**src/rtl/prbs_checker_lfsr_if.sv**
```systemverilog
// Bit-stream and status bundle between a PRBS source and the self-synchronising checker.
// The master drives the stream and controls; the slave returns lock state and counts.
interface prbs_checker_lfsr_if;
    logic        bit_valid;
    logic        rx_bit;
    logic [4:0]  prbs_pn_select_reg;
    logic        clear_counters;
    logic        locked;
    logic        error_pulse;
    logic [31:0] error_count;
    logic [47:0] bit_count;
    logic [15:0] lock_loss_count;

    modport master (
        output bit_valid, rx_bit, prbs_pn_select_reg, clear_counters,
        input  locked, error_pulse, error_count, bit_count, lock_loss_count
    );
    modport slave (
        input  bit_valid, rx_bit, prbs_pn_select_reg, clear_counters,
        output locked, error_pulse, error_count, bit_count, lock_loss_count
    );
endinterface

```
**src/rtl/prbs_checker_lfsr.sv**
```systemverilog
// Self-synchronising PRBS checker: learns the predictor state from the incoming stream,
// declares lock, then counts bit errors and checked bits.
module prbs_checker_lfsr #(
    parameter int MAX_PN_ORDER = 31,
    parameter int LOCK_COUNT   = 64,
    parameter int WIN_LEN      = 256,
    parameter int LOSS_ERRS    = 32
) (
    input  logic               dac_clk,
    input  logic               reset_n,
    prbs_checker_lfsr_if.slave bus
);
    localparam int FW = $clog2(MAX_PN_ORDER + 1);
    localparam int MW = $clog2(LOCK_COUNT + 1);
    localparam int WW = $clog2(WIN_LEN + 1);
    localparam int EW = $clog2(LOSS_ERRS + 1);

    typedef enum logic {HUNT = 1'b0, LOCKED = 1'b1} state_t;

    state_t                  state_reg, state_next;
    logic [MAX_PN_ORDER-1:0] hist_reg, hist_next;
    logic [4:0]              sel_reg;
    logic [FW-1:0]           fill_reg, fill_next;
    logic [MW-1:0]           match_reg, match_next;
    logic [WW-1:0]           win_cnt_reg, win_cnt_next;
    logic [EW-1:0]           win_errs_reg, win_errs_next;
    logic                    error_pulse_reg, error_pulse_next;
    logic [31:0]             error_count_reg, error_count_next;
    logic [47:0]             bit_count_reg, bit_count_next;
    logic [15:0]             loss_count_reg, loss_count_next;

    logic [FW-1:0]           order;
    logic [MAX_PN_ORDER-1:0] tap_mask;
    logic [MAX_PN_ORDER-1:0] hist_shift;
    logic                    pred;
    logic                    mismatch;
    logic                    new_bit;

    always_comb begin
        order    = FW'(3);
        tap_mask = MAX_PN_ORDER'(31'h3);
        case (sel_reg)
            5'd0:    begin order = FW'(3);  tap_mask = MAX_PN_ORDER'(31'h5);        end
            5'd1:    begin order = FW'(5);  tap_mask = MAX_PN_ORDER'(31'h9);        end
            5'd2:    begin order = FW'(7);  tap_mask = MAX_PN_ORDER'(31'h11);       end
            5'd3:    begin order = FW'(9);  tap_mask = MAX_PN_ORDER'(31'h21);       end
            5'd4:    begin order = FW'(11); tap_mask = MAX_PN_ORDER'(31'h201);      end
            5'd5:    begin order = FW'(13); tap_mask = MAX_PN_ORDER'(31'h1601);     end
            5'd6:    begin order = FW'(15); tap_mask = MAX_PN_ORDER'(31'h4001);     end
            5'd7:    begin order = FW'(17); tap_mask = MAX_PN_ORDER'(31'h4001);     end
            5'd8:    begin order = FW'(19); tap_mask = MAX_PN_ORDER'(31'h64001);    end
            5'd9:    begin order = FW'(21); tap_mask = MAX_PN_ORDER'(31'h80001);    end
            5'd10:   begin order = FW'(23); tap_mask = MAX_PN_ORDER'(31'h40001);    end
            5'd11:   begin order = FW'(25); tap_mask = MAX_PN_ORDER'(31'h400001);   end
            5'd12:   begin order = FW'(27); tap_mask = MAX_PN_ORDER'(31'h6400001);  end
            5'd13:   begin order = FW'(29); tap_mask = MAX_PN_ORDER'(31'h8000001);  end
            5'd14:   begin order = FW'(31); tap_mask = MAX_PN_ORDER'(31'h10000001); end
            default: begin order = FW'(3);  tap_mask = MAX_PN_ORDER'(31'h3);        end
        endcase
    end

    assign pred     = ^(hist_reg & tap_mask);
    assign mismatch = bus.rx_bit ^ pred;
    // Once locked the predictor free-runs, so a single line error is counted exactly once.
    assign new_bit  = (state_reg == LOCKED) ? pred : bus.rx_bit;

    // Bits at or above the order are always zero, so a plain downshift keeps them clear.
    genvar gi;
    generate
        for (gi = 0; gi < MAX_PN_ORDER; gi++) begin : g_shift
            if (gi == MAX_PN_ORDER - 1) begin : g_top
                assign hist_shift[gi] = (order == FW'(gi + 1)) ? new_bit : 1'b0;
            end else begin : g_mid
                assign hist_shift[gi] = (order == FW'(gi + 1)) ? new_bit : hist_reg[gi + 1];
            end
        end
    endgenerate

    always_comb begin
        state_next       = state_reg;
        hist_next        = hist_reg;
        fill_next        = fill_reg;
        match_next       = match_reg;
        win_cnt_next     = win_cnt_reg;
        win_errs_next    = win_errs_reg;
        error_pulse_next = 1'b0;
        error_count_next = error_count_reg;
        bit_count_next   = bit_count_reg;
        loss_count_next  = loss_count_reg;

        if (bus.prbs_pn_select_reg != sel_reg) begin
            state_next    = HUNT;
            hist_next     = '0;
            fill_next     = '0;
            match_next    = '0;
            win_cnt_next  = '0;
            win_errs_next = '0;
        end else if (bus.bit_valid) begin
            hist_next = hist_shift;
            if (state_reg == HUNT) begin
                if (fill_reg != order) begin
                    fill_next = fill_reg + 1'b1;
                end else if (!mismatch && (hist_reg != '0)) begin
                    if (match_reg == MW'(LOCK_COUNT - 1)) begin
                        state_next = LOCKED;
                        match_next = '0;
                    end else begin
                        match_next = match_reg + 1'b1;
                    end
                end else begin
                    match_next = '0;
                end
            end else begin
                if (bit_count_reg != '1) bit_count_next = bit_count_reg + 1'b1;
                win_cnt_next = win_cnt_reg + 1'b1;
                if (mismatch) begin
                    error_pulse_next = 1'b1;
                    if (error_count_reg != '1) error_count_next = error_count_reg + 1'b1;
                    win_errs_next = win_errs_reg + 1'b1;
                end
                if (win_errs_next == EW'(LOSS_ERRS)) begin
                    state_next    = HUNT;
                    hist_next     = '0;
                    fill_next     = '0;
                    match_next    = '0;
                    win_cnt_next  = '0;
                    win_errs_next = '0;
                    if (loss_count_reg != '1) loss_count_next = loss_count_reg + 1'b1;
                end else if (win_cnt_next == WW'(WIN_LEN)) begin
                    win_cnt_next  = '0;
                    win_errs_next = '0;
                end
            end
        end

        if (bus.clear_counters) begin
            error_count_next = '0;
            bit_count_next   = '0;
            loss_count_next  = '0;
        end
    end

    always_ff @(posedge dac_clk or negedge reset_n) begin
        if (!reset_n) begin
            state_reg       <= HUNT;
            hist_reg        <= '0;
            sel_reg         <= '0;
            fill_reg        <= '0;
            match_reg       <= '0;
            win_cnt_reg     <= '0;
            win_errs_reg    <= '0;
            error_pulse_reg <= 1'b0;
            error_count_reg <= '0;
            bit_count_reg   <= '0;
            loss_count_reg  <= '0;
        end else begin
            state_reg       <= state_next;
            hist_reg        <= hist_next;
            sel_reg         <= bus.prbs_pn_select_reg;
            fill_reg        <= fill_next;
            match_reg       <= match_next;
            win_cnt_reg     <= win_cnt_next;
            win_errs_reg    <= win_errs_next;
            error_pulse_reg <= error_pulse_next;
            error_count_reg <= error_count_next;
            bit_count_reg   <= bit_count_next;
            loss_count_reg  <= loss_count_next;
        end
    end

    assign bus.locked          = (state_reg == LOCKED);
    assign bus.error_pulse     = error_pulse_reg;
    assign bus.error_count     = error_count_reg;
    assign bus.bit_count       = bit_count_reg;
    assign bus.lock_loss_count = loss_count_reg;
endmodule

```
**src/flat_wrapper.sv**
```systemverilog
// flat-port wrapper written by rule: the top's interface ports become plain ports
module prbs_checker_lfsr_flat 
#(
    parameter int MAX_PN_ORDER = 31,
    parameter int LOCK_COUNT   = 64,
    parameter int WIN_LEN      = 256,
    parameter int LOSS_ERRS    = 32
)
  (dac_clk, reset_n, bus_bit_valid, bus_rx_bit, bus_prbs_pn_select_reg, bus_clear_counters, bus_locked, bus_error_pulse, bus_error_count, bus_bit_count, bus_lock_loss_count);
  prbs_checker_lfsr_if bus_i ();
  input  logic dac_clk;
  input  logic reset_n;
  input wire logic [$bits(bus_i.bit_valid)-1:0] bus_bit_valid;
  input wire logic [$bits(bus_i.rx_bit)-1:0] bus_rx_bit;
  input wire logic [$bits(bus_i.prbs_pn_select_reg)-1:0] bus_prbs_pn_select_reg;
  input wire logic [$bits(bus_i.clear_counters)-1:0] bus_clear_counters;
  output wire logic [$bits(bus_i.locked)-1:0] bus_locked;
  output wire logic [$bits(bus_i.error_pulse)-1:0] bus_error_pulse;
  output wire logic [$bits(bus_i.error_count)-1:0] bus_error_count;
  output wire logic [$bits(bus_i.bit_count)-1:0] bus_bit_count;
  output wire logic [$bits(bus_i.lock_loss_count)-1:0] bus_lock_loss_count;
  assign bus_i.bit_valid = bus_bit_valid;
  assign bus_i.rx_bit = bus_rx_bit;
  assign bus_i.prbs_pn_select_reg = bus_prbs_pn_select_reg;
  assign bus_i.clear_counters = bus_clear_counters;
  assign bus_locked = bus_i.locked;
  assign bus_error_pulse = bus_i.error_pulse;
  assign bus_error_count = bus_i.error_count;
  assign bus_bit_count = bus_i.bit_count;
  assign bus_lock_loss_count = bus_i.lock_loss_count;
  prbs_checker_lfsr #(.MAX_PN_ORDER(MAX_PN_ORDER), .LOCK_COUNT(LOCK_COUNT), .WIN_LEN(WIN_LEN), .LOSS_ERRS(LOSS_ERRS)) u_core (.dac_clk(dac_clk), .reset_n(reset_n), .bus(bus_i));
endmodule
```
**config.mk**
```make
export PLATFORM = sky130hd
export DESIGN_NAME = prbs_checker_lfsr_flat
export DESIGN_NICKNAME = d
export VERILOG_FILES = /design/src/rtl/prbs_checker_lfsr_if.sv /design/src/rtl/prbs_checker_lfsr.sv /design/src/flat_wrapper.sv
export SDC_FILE = /design/constraint.sdc
export NUM_CORES = 1
export LEC_CHECK = 0
export CAP_MARGIN = 15
export CORE_MARGIN = 5
export CORE_UTILIZATION = 55
export DETAILED_ROUTE_END_ITERATION = 8
export PLACE_DENSITY = 0.85
export SYNTH_ARGS = -nofsm -noshare
export SYNTH_HDL_FRONTEND = slang
export SYNTH_SLANG_ARGS = --single-unit
```
**constraint.sdc**
```tcl
create_clock -name dac_clk -period 4.5 [get_ports dac_clk]
set_input_delay 0.9 -clock dac_clk [delete_from_list [all_inputs] [get_ports dac_clk]]
set_output_delay 0.9 -clock dac_clk [all_outputs]
set_load 0.01 [all_outputs]
```
==> After elaboration in Yosys (flattened, before gate mapping) <==
Memory sizes are Yosys's and may differ from the RTL's.
Index checks and enable logic that the tools add are counted.
{ "op_classes": {"n_eq_ne": 42, "reduce_logical": 20, "addsub": 7, "n_bitwise": 2, "muxes": 91} }
{ "ops": {"columns": ["cell", "count"], "rows": [
  ["$mux W48", 5],
  ["$mux W32", 6],
  ["$mux W31", 4],
  ["$mux W16", 6],
  ["$eq A5 B5 Y1 const B", 16],
  ["$mux W6", 9],
  ["$mux W7", 7],
  ["$add A48 B1 Y48 const B", 1],
  ["$ne A48 B48 Y1 const B", 1],
  ["$mux W9", 5],
  ["$mux W1", 43],
  ["$eq A5 B4 Y1 const B", 8],
  ["$mux W36", 1],
  ["$add A32 B1 Y32 const B", 1],
  ["$ne A32 B32 Y1 const B", 1],
  ["$and A31 B31 Y31", 1],
  ["$reduce_bool A31 Y1", 1],
  ["$reduce_xor A31 Y1", 1],
  ["$mux W5", 5],
  ["$eq A5 B3 Y1 const B", 4],
  ["$reduce_bool A2 Y1", 9],
  ["$add A16 B1 Y16 const B", 1],
  ["$ne A16 B16 Y1 const B", 1],
  ["$eq A5 B2 Y1 const B", 2],
  ["20 further kinds", 23]
]} }
{ "totals": {"memories": 1, "wordCells": 174, "romBits": 336, "regBits": 161} }
{ "mem_list": {"columns": ["memory", "words", "word_bits", "read_ports", "rd_ports_with_merged_regs", "write_ports", "line_no", "source"], "rows": [
  ["(name not given)", 16, 21, 1, 0, 0, "prbs_checker_lfsr.sv:42", "case (sel_reg)"]
]} }

==> Depth between registers and ports, before layout <==
An unclocked memory read counts as a cell.
{ "logic_depth": {"ltp_word": 15, "depth_mapped": 14} }

==> Least setup slack after synthesis <==
OpenSTA, ideal clock, no wires.
{ "synth_timing": {"path_kind": "register to register", "from": "register u_core.sel_reg[0]", "to": "register u_core.match_reg[1]", "arrival_time_ns": 3.251, "path_stages_with_launch": 14, "period_less_slack_ns": 3.330, "setup_slack_ns": 1.170, "setup_ns": 0.079, "path_buffers": 3, "path_cell_list": "dfrtp_1 > ha_1 > buf_6 > nand2_2 > xnor2_1 > xnor2_1 > o32ai_4 > xor2_2 > xnor3_1 > buf_6 > or4_1 > buf_2 > or4b_1 > o2bb2ai_1"} }
{ "synth_via": {"elab_chain_len": 12} }
{ "synth_rtl": {"columns": ["element", "line_no", "source"], "rows": [
  ["start: declaration", "prbs_checker_lfsr.sv:22", "logic [4:0] sel_reg;"],
  ["start signal: assignment", "prbs_checker_lfsr.sv:159", "sel_reg <= bus.prbs_pn_select_reg;"],
  ["$mem_v2 Z16 W21", null, null],
  ["$mux W36", "prbs_checker_lfsr.sv:42", null],
  ["$and A31 B31 Y31", "prbs_checker_lfsr.sv:62", "assign pred = ^(hist_reg & tap_mask);"],
  ["$reduce_xor A31 Y1", "prbs_checker_lfsr.sv:62", null],
  ["$xor A1 B1 Y1", "prbs_checker_lfsr.sv:63", "assign mismatch = bus.rx_bit ^ pred;"],
  ["$mux W6 / $logic_not A1 Y1 (equally long branches)", "prbs_checker_lfsr.sv:116, prbs_checker_lfsr.sv:103", null],
  ["$mux W6 / $logic_and A1 B1 Y1 (equally long branches)", "prbs_checker_lfsr.sv:100, prbs_checker_lfsr.sv:103", null],
  ["$mux W6 / $mux W7 (equally long branches)", "prbs_checker_lfsr.sv:98, prbs_checker_lfsr.sv:103", null],
  ["$mux W6 / $mux W7 (equally long branches)", "prbs_checker_lfsr.sv:91, prbs_checker_lfsr.sv:101", null],
  ["$eq A6 B6 Y1 / $mux W7 (equally long branches)", "prbs_checker_lfsr.sv:121, prbs_checker_lfsr.sv:100", null],
  ["$ne A3 B3 Y1 (no line) / $mux W7 (equally long branches)", null, null],
  ["$reduce_and A3 Y1 (no line) / $mux W7 (equally long branches)", null, null],
  ["end signal: assignment", "prbs_checker_lfsr.sv:161", "match_reg <= match_next;"],
  ["end: declaration", "prbs_checker_lfsr.sv:24", "logic [MW-1:0] match_reg, match_next;"]
]} }
Several ways; a longest one is shown, not always the timed one. The select of a mux whose other input is x is not followed.
A chain may end at the register's enable or synchronous reset.

==> Final worst setup path <==
{ "layout_timing": {"from": "register u_core.sel_reg[0]", "to": "register u_core.match_reg[4]"} }
The elaborated chain is that of the path after synthesis.

==> metrics.md <==
| Metric | Value |
|---|---|
| FMAX | 0.2520 GHz |
| Grt peak-use layer | met2 |
| Vias per Instance | between 5 and 6 |
| Antenna violations before repair | 0 |
| CP max FO | 11 |
| Syn Area/Cell | 9.130 um2 |
| DIE HEIGHT | 136.0 um |
| CTS Root Buffer Type | clkbuf_16 |
| Outcome | finished, final reports clean |
| Power per cell area | 286.9 mW/mm2 |
| Final worst-path cycle share | 88.17% |
| Gpl congestion | 0.8919 |
| Clock slew at reported path FFs | 60 ps |
| Sequential Power Share | between 40% and 50% |
| Distinct cells, synth | 57 |
| Post-synthesis compound-gate area fraction | just under 10% |
| Worst setup path category | reg2reg |
| CP Data Arrival Time | 4280 ps |
| Psw | around 0.00069 W |
| Drt first pass iters | 5 |
| DIE AREA | 0.01849 mm2 |
| Core Box Area | roughly 0.016 mm2 |
| Gr ovfl total | 0 |
| CP peak stage delay | about 600 ps |
| Setup violators final | 0 |
| Critical Path RT | 4810 ps |
| # diodes | 0 |
| Multi-input logic area | 0.004492 mm2 |
| Startpoint types | flip-flop |
| Final Hold Slack | 508.0 ps |
| Synth warn | 0 |
| Sequential fraction of the synthesis area | between 40% and 50% |
| Fin. Hold Viols | 0 |
| Synth Instances | 956 |
| Logic pwr share | 4.1% |
| Clock buffer depth | 2 |
| Asr flop ratio synth | 100.0% |
| Inserted Clock Buffers | 17 |
| Main flop type after synthesis | dfrtp_1 |
| # rows | 46 |
| Area share of xor/xnor cells in the synthesized design | about 11% |
| Syn nets | 979 |
| Worst-margin pin slew | 1064 ps |
| Quantity of hold-fixing buffers added after cts | 0 |
| CTS H-tree depth | 4 |
| Fill cell count | 1197 |
| Clk pwr share | 48.0% |
| Leak | 4.370 nW |
| Worst Setup End Kind | flip-flop |
| Global-route wire length before repair | between 30000 and 40000 um |
| Post-CTS Setup Inserts | 0 |
| TritonCTS clock tree | built |
| Post-Synth Simple-Gate Area | a little over a quarter |
| Unrepaired setup endpoints after global routing | no |
| Setup TNS | 0 ps |
| Register area | about 0.0040 mm2 |
| DRC | 0 |
| Vias in the first global route | 7227 |
| Dpl hpwl | about 15000 um |
| Hold crit path type | reg2reg |
| Via count | about 7.5k |
| P_int | around 0.0023 W |
| # Max-Cap Violations | 0 |
| Fin. max-slew vios | 0 |
| Area growth, synth to finish | 21.46% |
| Final ANT Viol Nets | 0 |
| Main combinational cell family by area after synthesis | simple AND/OR/NAND/NOR gates |
| Slew margin rel. | 29.06% |
| M2 GR Usage | 38.14% |
| 1st-iter DRT viols | 594 |
| I/O pin total | around 110 |
| Post-Synth Adder-Cell Area | 1.864% |
| Tmin final | just under 4000 ps |
| Seq cells post-synth | around 160 |
| Final nets | 1077 |
| CP max stage cell | mux2i_2 |
| Max reg flops | 48 |
| Worst-Skew Late Latency | 430 ps |
| Number of flops mapped to enable cells by yosys | 0 |
| CP cell instances | ha_1, nand2_2, xnor2_1, xnor2_1, o32ai_4, xor2_2, xnor3_1, mux2i_2, a21oi_1, or2_2, o22a_1 |
| Clk_skew | 9.622 ps |
| Cts repair resizes | 0 |
| Switching share of total power | 22.80% |
| Count of input and output buffers | 107 |
| Initial Util | between 50% and 60% |
| All-layer global routing usage | 23.96% |
| Met3 usage | between 5 and 6% |
| Die X | 136.0 um |
| Drt wl/cell | around 17 um |
| Clk sinks | 161 |
| Mapped Area | between 0.008 and 0.009 mm2 |
| Critical Path Most Common Cell | xnor2_1 |
| Maximum number of pins on one net before global-route repair | 104 |
| Peak supply drop | between 0.2 and 0.3 mV |
| Share of cells above drive strength 1 | 5.998% |
| Multiplexer share of the synthesized area | approximately 2.7% |
| Met1 usage | 32.60% |
| Routed wire length | 21390 um |
-- layout by cell type, fill, tap and decap left out, types with 4 or more instances in the layout --
master           instances
xnor2_1                 53
inv_1                   14
xor2_1                  49
nor3_1                  35
o31ai_1                  6
buf_4                   13
clkdlybuf4s50_1        105
nand4_1                 22
ha_1                    13
a21oi_1                 29
clkbuf_16               17
nor2_1                 128
nor2b_1                 10
and4_1                   5
nand2b_1                 8
nand3_1                 64
or2_2                    4
and3_1                  23
nor4_1                  16
mux2i_1                 19
dfrtp_1                161
or3_1                   22
and2_1                  13
nand2_1                101
a22o_1                  18
o21ai_0                 49
-- per-stage QoR --
| step | power [W] | setup WS, ps | util (%) | std cells | cell area, um2 |
|---|---|---|---|---|---|
| finish | 0.003042 | 532.3 | 67.47 | 1283 | 10600 |
| global route | 0.003136 | 289.1 | 67.47 | 1283 | 10600 |
| CTS | 0.003060 | 534.3 | 67.47 | 1283 | 10600 |
| detailed placement | 0.001610 | 554.4 | 63.66 | 1251 | 10000 |
| global placement | 0.001608 | 712.9 | 63.66 | 1251 | 10000 |
| floorplan | 0.001553 | 1170 | - | 956 | 8728 |
-- worst max-delay path: cells and delay by family (launching register included) --
kind / cells / cell delay, ps
AO/OA/AOI/OAI: 3 / 660
XOR/XNOR: 4 / 1160
AND/OR/NAND/NOR: 2 / 480
flip-flops: 1 / 500
adder cells (fa/ha/maj): 1 / 450
multiplexers: 1 / 600
-- synth_stat cells (all sizes together), types with 2 or more instances --
library cell	n	area share [%]
dfrtp	161	46
nor2	129	5.5
nand2	103	4.5
nand3	64	3.7
xnor2	54	5.5
o21ai	50	2.9
xor2	50	5.1
nor3	35	2.0
clkbuf	31	1.3
a21oi	29	1.7
and3	23	1.6
nand4	22	1.6
or3	22	1.6
mux2i	20	2.3
a22o	18	1.8
nor4	16	1.1
and2	14	1.0
inv	14	0.60
ha	13	1.9
nor2b	10	0.72
buf	9	0.62
nand2b	8	0.57
o31ai	6	0.52
and4	5	0.50
a311oi	4	0.40
or2	4	0.29
a31oi	3	0.22
mux2	3	0.39
nand4b	3	0.30
nor4b	3	0.30
o211ai	3	0.32
o21bai	3	0.26
o22a	3	0.30
a21o	2	0.17
a22oi	2	0.17
a31o	2	0.20
nand3b	2	0.17
nor3b	2	0.17
o2bb2ai	2	0.20
-- final cells by class --
cell class              instances  area share (%)
well taps                     216           2.549
repair buffers                119           10.94
flip-flops and latches        161           38.00
clock buffers                  21           4.438
inverters                      14          0.4957
multi-input cells             741           42.37
clock inverters                11           1.204
-- power by group through the flow --
stage               Sequential [W]  Clock, W  Combinational (W)
floorplan                  0.00148         0          0.0000730
global placement           0.00148         0           0.000123
detailed placement         0.00149         0           0.000124
CTS                        0.00146   0.00148           0.000125
global route               0.00146   0.00154           0.000140
finish                     0.00146   0.00146           0.000124
-- final timing paths --
path | cells past startpoint | slack (ps) | to | start
setup / recovery | 11 | 530 | u_core.match_reg[4] | u_core.sel_reg[0]
hold / removal | 2 | 510 | u_core.hist_reg[24] | u_core.hist_reg[24]
setup reg to reg | 11 | 530 | u_core.match_reg[4] | u_core.sel_reg[0]
hold reg to reg | 2 | 510 | u_core.hist_reg[24] | u_core.hist_reg[24]
max in group asynchronous | 2 | 2880 | u_core.bus.bit_count[6] | reset_n
min in group asynchronous | 1 | 580 | u_core.bus.error_count[15] | reset_n
-- logic make-up (layout without fill, tap and decap cells) --
group                    count (synthesis)  count (layout)
XOR/XNOR                               105             105
adder cells (fa/ha/maj)                 13              13
AO/OA/AOI/OAI                          131             131
flip-flops                             161             161
buffers and inverters                   54             165
multiplexers                            23              23
AND/OR/NAND/NOR                        469             469
-- routing by layer --
layer	share of wire, %	up-vias
met5	0	-
met4	2.4	0
met3	5.8	42
met2	48	225
met1	44	3656
li1	-	3538
Power figures use the tool's default switching activity.
